`config.mk`:
```
export PLATFORM = sky130hd
export DESIGN_NAME = riscv_pc_ctrl
export DESIGN_NICKNAME = d
export VERILOG_FILES = /design/src/rtl/riscv_pc_ctrl_pkg.sv /design/src/rtl/riscv_pc_redir_arb.sv /design/src/rtl/riscv_pc_ctrl.sv
export SDC_FILE = /design/constraint.sdc
export NUM_CORES = 1
export LEC_CHECK = 0
export ABC_AREA = 1
export BUFFER_PORTS_ARGS = -buffer_cell sky130_fd_sc_hd__buf_4
export CAP_MARGIN = 10
export CORE_MARGIN = 2
export CORE_UTILIZATION = 45
export DETAILED_ROUTE_END_ITERATION = 10
export HOLD_SLACK_MARGIN = 0.08
export PLACE_DENSITY = 0.81
export SYNTH_ARGS = -nofsm -noshare
export SYNTH_HDL_FRONTEND = slang
export SYNTH_HIERARCHICAL = 1
export SYNTH_SLANG_ARGS = --single-unit
```
`constraint.sdc`:
```
create_clock -name clk_i -period 1.95 [get_ports clk_i]
set_input_delay 0.0975 -clock clk_i [delete_from_list [all_inputs] [get_ports clk_i]]
set_output_delay 0.0975 -clock clk_i [all_outputs]
set_load 0.02 [all_outputs]
```
`src/rtl/riscv_pc_ctrl_pkg.sv`:
```
// Shared encodings for the fetch next-PC sequencer: FSM states and the
// redirect-source index that the trap unit also decodes.
package riscv_pc_ctrl_pkg;

    typedef enum logic [1:0] {
        PCC_BOOT = 2'd0,
        PCC_RUN  = 2'd1,
        PCC_WAIT = 2'd2
    } pcc_state_e;

    // Index of the winning redirect source; SRC_SEQ means no redirect.
    typedef enum logic [2:0] {
        SRC_SEQ  = 3'd0,
        SRC_BR   = 3'd1,
        SRC_JMP  = 3'd2,
        SRC_MRET = 3'd3,
        SRC_TRAP = 3'd4
    } redir_src_e;

    // Trap/mret come from the committed path and may replace a pending target.
    function automatic logic src_is_exc(input redir_src_e src);
        return (src == SRC_TRAP) || (src == SRC_MRET);
    endfunction

endpackage

```
`src/rtl/riscv_pc_redir_arb.sv`:
```
// Fixed-priority redirect select: trap > mret > jmp > br_taken.
module riscv_pc_redir_arb
    import riscv_pc_ctrl_pkg::*;
#(
    parameter int DW = 32
) (
    input  logic          trap,
    input  logic [DW-1:0] trap_vec,
    input  logic          mret,
    input  logic [DW-1:0] epc,
    input  logic          jmp,
    input  logic [DW-1:0] jmp_target,
    input  logic          br_taken,
    input  logic [DW-1:0] br_target,
    output logic          valid,
    output redir_src_e    src,
    output logic [DW-1:0] target
);

    // Highest asserted source wins; no source means sequential fetch.
    always_comb begin
        valid  = 1'b1;
        src    = SRC_SEQ;
        target = '0;
        if (trap) begin
            src    = SRC_TRAP;
            target = trap_vec;
        end else if (mret) begin
            src    = SRC_MRET;
            target = epc;
        end else if (jmp) begin
            src    = SRC_JMP;
            target = jmp_target;
        end else if (br_taken) begin
            src    = SRC_BR;
            target = br_target;
        end else begin
            valid  = 1'b0;
        end
    end

endmodule

```
`src/rtl/riscv_pc_ctrl.sv`:
```
// Next-PC sequencer for fetch: boot hold-off, imem req/ack handshake,
// redirect arbitration, and capture/replay of redirects seen while stalled.
// Optional: RISCV_PC_CTRL_MISALIGN_CHK_EN adds misalign_o and drops
// jmp/br redirects whose target is not word aligned.
module riscv_pc_ctrl
    import riscv_pc_ctrl_pkg::*;
#(
    parameter int DW          = 32,
    parameter int BOOT_CYCLES = 2
) (
    input  logic          clk_i,
    input  logic          rst_i,
    input  logic [DW-1:0] pc_i,
    input  logic [DW-1:0] pc4_i,
    input  logic          br_taken_i,
    input  logic [DW-1:0] br_target_i,
    input  logic          jmp_i,
    input  logic [DW-1:0] jmp_target_i,
    input  logic          mret_i,
    input  logic [DW-1:0] epc_i,
    input  logic          trap_i,
    input  logic [DW-1:0] trap_vec_i,
    input  logic          hazard_stall_i,
    input  logic          imem_ack_i,
    output logic          imem_req_o,
    output logic [DW-1:0] mux_pc_o,
    output logic          stall_o,
    output logic          flush_o,
    output logic          redirect_o
`ifdef RISCV_PC_CTRL_MISALIGN_CHK_EN
    ,
    output logic          misalign_o
`endif
);

    pcc_state_e    state;
    logic [3:0]    boot_cnt;
    logic          pend_valid;
    logic [DW-1:0] pend_target;

    logic          arb_valid;
    redir_src_e    arb_src;
    logic [DW-1:0] arb_target;
    logic          in_boot;
    logic          acceptable;
    logic          take;
    logic          load_new;
    logic          load_pend;

    riscv_pc_redir_arb #(.DW(DW)) u_arb (
        .trap       (trap_i),
        .trap_vec   (trap_vec_i),
        .mret       (mret_i),
        .epc        (epc_i),
        .jmp        (jmp_i),
        .jmp_target (jmp_target_i),
        .br_taken   (br_taken_i),
        .br_target  (br_target_i),
        .valid      (arb_valid),
        .src        (arb_src),
        .target     (arb_target)
    );

    assign in_boot    = (state == PCC_BOOT);
    assign imem_req_o = (state == PCC_WAIT) | ((state == PCC_RUN) & ~hazard_stall_i);
    assign stall_o    = in_boot | hazard_stall_i | (imem_req_o & ~imem_ack_i);

    // While a target is pending, jmp/br are wrong-path and dropped.
    assign acceptable = ~in_boot & arb_valid &
                        (~stall_o | ~pend_valid | src_is_exc(arb_src));

`ifdef RISCV_PC_CTRL_MISALIGN_CHK_EN
    assign misalign_o = acceptable & ((arb_src == SRC_JMP) | (arb_src == SRC_BR)) &
                        (arb_target[1:0] != 2'b00);
    assign take       = acceptable & ~misalign_o;
`else
    assign take       = acceptable;
`endif

    assign flush_o    = take;
    assign load_new   = take & ~stall_o;
    assign load_pend  = ~stall_o & ~take & pend_valid;
    assign redirect_o = load_new | load_pend;

    // Next-PC select: hold when stalled, else new redirect, pending, sequential.
    always_comb begin
        mux_pc_o = pc4_i;
        if (stall_o)        mux_pc_o = pc_i;
        else if (load_new)  mux_pc_o = arb_target;
        else if (pend_valid) mux_pc_o = pend_target;
    end

    // Pending redirect: capture while stalled, drop once the PC moves.
    always_ff @(posedge clk_i or negedge rst_i) begin
        if (!rst_i) begin
            pend_valid  <= 1'b0;
            pend_target <= '0;
        end else if (take && stall_o) begin
            pend_valid  <= 1'b1;
            pend_target <= arb_target;
        end else if (!stall_o) begin
            pend_valid  <= 1'b0;
        end
    end

    // Fetch FSM: boot hold-off, then request/ack sequencing.
    always_ff @(posedge clk_i or negedge rst_i) begin
        if (!rst_i) begin
            state    <= PCC_BOOT;
            boot_cnt <= 4'd0;
        end else begin
            case (state)
                PCC_BOOT: begin
                    boot_cnt <= boot_cnt + 4'd1;
                    if (boot_cnt == 4'(BOOT_CYCLES - 1)) state <= PCC_RUN;
                end
                PCC_RUN:  if (imem_req_o && !imem_ack_i) state <= PCC_WAIT;
                PCC_WAIT: if (imem_ack_i) state <= PCC_RUN;
                default:  state <= PCC_BOOT;
            endcase
        end
    end

endmodule

```
==> flow_summary_export.csv, run 1 <==
group,metric,value,unit
status,run_status,"finished, final reports clean",
synthesis,yosysUniqueCellTypes,23,
sta,worst_slack,0.120,ns
clock_tree,postCtsSetupBuffers,0,
min_path,hp-class,"primary input to register",
floorplanning,core,9240,sq um
synthesis,ys_ff_latch,39,
routing,wire_per_inst,15.1,um
clock_tree,numClockSinks,39,
global_route,grt_max_degree,53,
sta,fin_crit_sh,0.939,
sta,finalMaxSlewViolations,0,
clock_tree,clockRootBuffer,"clkbuf_8",
sta,grt_setup_unrepaired,"true",
clock_tree,cts_buffers,5,
worst_setup_path,cp-end-kind,"output port",
clock_tree,path_clk_slew,0.08,ns
global_route,grt_pass1_vias,5304,
sta,setup_viol,0,
routing,vias_per_cell,5.33,
sta,worst_slew_pin_slew,0.513,ns
routing,wl,16100,um
synthesis,avgSynthCellArea,5.84,sq um
floorplanning,die_w,102,um
global_route,overflow,0,
routing,drcViolationCount,0,
floorplanning,start_util,0.463,
placement,hpwl,12200,um
routing,drtAntennaViolNets,0,
placement,dp_slack,0.316,ns
power,power.density,929,nW/um^2
power,finalPower,0.00565,W
synthesis,netlist_instances,733,
global_route,grt_use_total,0.315,
placement,place.port_buffers,235,
synthesis,synth_fp_nets,935,
clock_tree,cts_tree,"yes",
routing,firstDrtPassIters,5,
worst_setup_path,arrival,1.73,ns
routing,first_iter_violations,320,
sta,finalHoldViolCount,0,
global_route,antenna_found_initial,0,
floorplanning,boundaryPins,236,
power,p_leak,3.37,nW
clock_tree,clk_latency,0.29,ns
floorplanning,rows,35,
floorplanning,dieArea,10300,sq um
synthesis,ys_seq_area_frac,0.228,
synthesis,syn_area,4280,sq um
sta,fin_skew,0.00351,ns
sta,fmax,546,MHz
final_layout,synthToLayoutAreaGrowth,42.1,%
global_route,grt_pass1_wl,26100,um
placement,place_area,5920,sq um
power,vdd_drop_max,0.441,mV
final_layout,final_area,6080,sq um
worst_setup_path,start_kind,"register",
worst_setup_path,cp_max_fo,16,
clock_tree,clk_path_buf_depth,2,
clock_tree,cts_max_level,2,
flow_run,drv_cap,0,
placement,place.gp.congestion,0.919,
worst_setup_path,cp.required,1.85,ns
final_layout,drive_above_1_share,0.318,
synthesis,yosysWarnings,6,
floorplanning,die_h,102,um
routing,num_vias,5672,
sta,final.min_clock_period,1.83,ns
final_layout,diodes,0,
final_layout,finalNetCount,1136,
sta,slew_headroom,0.658,
worst_setup_path,crit_type,"register to output port",
## cell families (layout without fill, tap and decap cells)
family	count (synthesis)	count (layout)	share of synthesized area
and+or+nand+nor	570	570	0.582
adders and majority gates	2	2	0.00585
DFF	39	39	0.228
AOI/OAI and AO/OA	39	39	0.0456
xor gates and xnor gates	3	3	0.00614
buffers and inverters	80	282	0.132
## stage by stage
step,hold slack (ns),cells,setup TNS (ns),util
floorplan,-0.198,733,0,-
finish,0.119,1064,0,0.658
detailed placement,0.110,1055,0,0.640
global placement,0.104,1055,0,0.640
global route,0.121,1064,-0.0422,0.658
CTS,0.107,1064,0,0.655
## critical path: stages, from the launching register on
cell	delay [ns]
dfrtp_1	0.43
inv_1	0.08
nand2_1	0.07
nand2_1	0.10
nand2_2	0.11
nand2_4	0.14
buf_6	0.19
nand2_1	0.07
nand3_1	0.10
buf_4	0.15
## cell usage in the layout (no fill, tap or decap), types with 6 or more instances in the layout
master,count
inv_1,9
nand4_1,65
nor2_1,52
nand2_1,328
buf_4,253
nand3_1,100
nor2_2,21
dfrtp_1,39
clkbuf_8,6
a21oi_1,36
## final timing paths
kind	startpoint	endpoint	slack, ns	depth (start not counted)
worst max-delay path	state[0]	mux_pc_o[0]	0.12	9
worst min-delay path	imem_ack_i	state[0]	0.12	3
worst max register to register	state[0]	pend_target[0]	0.38	8
worst min register to register	boot_cnt[3]	boot_cnt[3]	0.48	1
max in group asynchronous	rst_i	pend_target[5]	1.28	2
min in group asynchronous	rst_i	pend_target[28]	0.31	2
## report_power, final
group	total, W	internal (W)	leakage, nW	switching (W)
sequential	0.00143	0.00119	0.485	0.000238
clock	0.000718	0.000414	0.0612	0.000304
combinational	0.00350	0.00139	2.82	0.00212
## area by class of cell
| class | instances | area, sq um |
|---|---|---|
| clock buffer | 6 | 82.6 |
| clock inverter | 2 | 35.0 |
| fill | 926 | 3160 |
| inverter | 13 | 61.3 |
| multi-input combinational | 614 | 2750 |
| sequential | 39 | 976 |
| tap | 129 | 161 |
| timing repair buffer | 261 | 2020 |
## synthesized netlist by cell type
library cell	n	area, sq um
xor2_1	2	17.5
nand2_2	3	18.8
nand2_1	328	1230
ha_1	2	25.0
inv_2	2	7.51
nand4_1	65	407
inv_8	1	11.3
buf_6	17	191
buf_2	18	90.1
buf_8	1	15.0
buf_4	13	97.6
xnor2_1	1	8.76
clkbuf_1	15	56.3
nand3_1	100	500
dfrtp_1	39	976
inv_6	1	8.76
inv_1	9	33.8
nor2_2	22	138
nor2_1	52	195
o21ai_0	3	15.0
clkbuf_8	1	13.8
a21oi_1	36	180
buf_12	2	40.0
## state kept, by name, summed over array words and instances, names as in the netlist
| register | count |
|---|---|
| pend_valid | 1 |
| state | 2 |
| boot_cnt | 4 |
| pend_target | 32 |
## per-layer routing
metal / GRT usage / wire length, um / part of all wire
met5: 0 / 0 / 0
met1: 0.444 / 6750 / 0.42
met3: 0.0366 / 1250 / 0.078
met2: 0.507 / 7620 / 0.47
met4: 0.0946 / 438 / 0.027
## timing repair
action | in CTS | in global routing
endpoints found under the setup margin | 3 | 30
gates resized for setup | 1 | 8
hold buffers | 1 | 0
hold endpoints to repair | 39 | 0
Note: power is estimated with default switching activity, not from simulation.
==> run 2: changes to the inputs <==
--- a/config.mk
+++ b/config.mk
@@ -8,7 +8,6 @@
 export ABC_AREA = 1
 export BUFFER_PORTS_ARGS = -buffer_cell sky130_fd_sc_hd__buf_4
 export CAP_MARGIN = 10
-export CORE_MARGIN = 2
 export CORE_UTILIZATION = 45
 export DETAILED_ROUTE_END_ITERATION = 10
 export HOLD_SLACK_MARGIN = 0.08
==> run 2 against run 1 <==
Effect of this change: clock skew is 0.00058 ns lower; cell area is 0.37% higher; worst hold slack improved by 0.026 ns; critical path type unchanged; sequential share of layout area barely moved; register-to-register slack lost 0.15 ns; non-clock buffer count fell by 1; global-route usage down 0.63 points; sequential power about the same; setup slack worse by 0.067 ns; sequential cell count did not move; die area shrank 3.9%.
==> flow_summary_export.csv, run 2 (synthesized netlist as in run 1, its figures left out) <==
group,metric,value,unit
status,run_status,"finished, final reports clean",
final_layout,diodes,0,
final_layout,largest_reg_flops,32,
final_layout,finalNetCount,1135,
clock_tree,numClockSinks,39,
worst_setup_path,cp-end-kind,"output port",
worst_setup_path,startpoint,"state[1]",
clock_tree,clockRootBuffer,"clkbuf_8",
sta,fin_crit_sh,0.973,
routing,wl_met3,1140,um
sta,slew_headroom,0.588,
worst_setup_path,slowest_stage,"dfrtp_1",
sta,finalHoldViolCount,0,
worst_setup_path,crit_family,"buffers and inverters",
final_layout,synthToLayoutAreaGrowth,42.7,%
sta,final.min_clock_period,1.90,ns
min_path,min_to,"state[0]",
routing,drtAntennaViolNets,0,
sta,finalMaxSlewViolations,0,
routing,top_layer,"met4",
global_route,grt_pass1_vias,5129,
routing,wl,15600,um
worst_setup_path,arrival,1.80,ns
power,p_leak,3.38,nW
sta,worst_slack,0.0531,ns
routing,wl_met2,7490,um
clock_tree,postCtsSetupBuffers,0,
routing,first_iter_violations,506,
placement,dp_slack,0.223,ns
final_layout,final_core_util,0.661,
floorplanning,die_w,99.5,um
worst_setup_path,cp_slowest_stage_delay,0.43,ns
sta,fin_skew,0.00293,ns
routing,met1_length,6560,um
final_layout,final_common_cell,"nand2_1",
placement,dp_cells,1053,
worst_setup_path,r2r_setup_slack,0.23,ns
worst_setup_path,cp_max_fo,20,
min_path,hp-class,"primary input to register",
global_route,grt_use_total,0.309,
global_route,antenna_found_initial,0,
floorplanning,boundaryPins,236,
sta,worst_slew_pin_slew,0.616,ns
sta,setup_viol,0,
worst_setup_path,cp.required,1.85,ns
placement,place.gp.congestion,0.929,
power,power.density,932,nW/um^2
global_route,grt_pass1_wl,24500,um
final_layout,reg.largest.list,"pend_target (32), boot_cnt (4), state (2)",
floorplanning,core,9240,sq um
routing,firstDrtPassIters,5,
floorplanning,die_h,99.5,um
global_route,overflow,0,
clock_tree,clk_latency,0.29,ns
final_layout,drive_above_1_share,0.318,
routing,num_vias,5625,
clock_tree,clk_path_buf_depth,2,
clock_tree,path_clk_slew,0.07,ns
worst_setup_path,reg2reg_from,"state[1]",
routing,vias_per_cell,5.29,
final_layout,final_cell_mix,"nand2_1, buf_4, nand3_1",
global_route,grt_max_degree,41,
power,finalPower,0.00569,W
floorplanning,rows,35,
worst_setup_path,start_kind,"register",
worst_setup_path,cp.buffers_inverters,3,
floorplanning,start_util,0.463,
clock_tree,cts_max_level,2,
final_layout,instances_no_fill,1063,
min_path,whs_path_depth,3,
routing,drcViolationCount,0,
sta,fmax,527,MHz
worst_setup_path,reg2regPathDepth,8,
worst_setup_path,path_cells,"inv_1 > nand3_1 > nand2_1 > nand2_4 > nand2_8 > buf_12 > o21ai_0 > buf_4",
floorplanning,dieArea,9900,sq um
routing,wire_per_inst,14.7,um
power,vdd_drop_max,0.495,mV
min_path,holdCritStartpoint,"imem_ack_i",
clock_tree,cts_tree,"yes",
final_layout,regMostFlops,"pend_target",
worst_setup_path,crit_type,"register to output port",
flow_run,drv_cap,0,
placement,place.port_buffers,235,
placement,hpwl,11800,um
clock_tree,cts_buffers,5,
worst_setup_path,rr_endpoint,"pend_target[17]",
[run 2: cell count changes in the layout (fill, tap and decap cells not counted), sizes merged]
cell / before / now
clkbuf: 6 / 7
buf: 260 / 258
[run 2: how the worst max path moves through the flow]
stage	end	slack [ns]	cells after the start
floorplan	flush_o	0.26	7
CTS	mux_pc_o[25]	0.01	7
detailed placement	pend_target[13]	0.22	6
global placement	pend_target[0]	0.28	6
global route	flush_o	-0.02	8
finish	flush_o	0.05	8
[run 2: layer usage]
layer	vias to the layer above	global-route usage
met2	286	0.504
met5	-	0
met4	0	0.105
met3	35	0.0408
li1	2805	-
met1	2499	0.420
[run 2: final cells by class]
| type | instances | area (sq um) |
|---|---|---|
| fillers | 904 | 3140 |
| multi-input cells | 614 | 2770 |
| repair buffers | 260 | 2020 |
| clock inverters | 2 | 35.0 |
| inverters | 13 | 61.3 |
| well taps | 129 | 161 |
| flip-flops and latches | 39 | 977 |
| clock buffers | 6 | 82.6 |
[run 2: metrics by stage]
step	hold slack [ns]	cell area (sq um)	TNS [ns]
floorplan	-0.198	4280	0
global placement	0.0961	5890	0
detailed placement	0.103	5890	0
CTS	0.138	6020	0
global route	0.167	6100	-0.106
finish	0.145	6100	0
[run 2: power breakdown]
| part | switching (W) | leakage (nW) | internal, W |
|---|---|---|---|
| clock | 0.000286 | 0.0612 | 0.000414 |
| sequential | 0.000241 | 0.484 | 0.00119 |
| combinational | 0.00216 | 2.83 | 0.00140 |
| total | 0.00268 | 3.38 | 0.00300 |
[run 2: worst min-delay path, stage by stage]
cell and delay, ns:
buf_4 0.09, o21ai_0 0.09, a21oi_1 0.12
[run 2: repair_timing]
action                                  CTS  global route
gates resized for setup                   1            13
endpoints found under the setup margin    4            31
hold buffers                              1             0
cloned                                    0             1
pin swaps                                 0             1
endpoints found under the hold margin    39             0
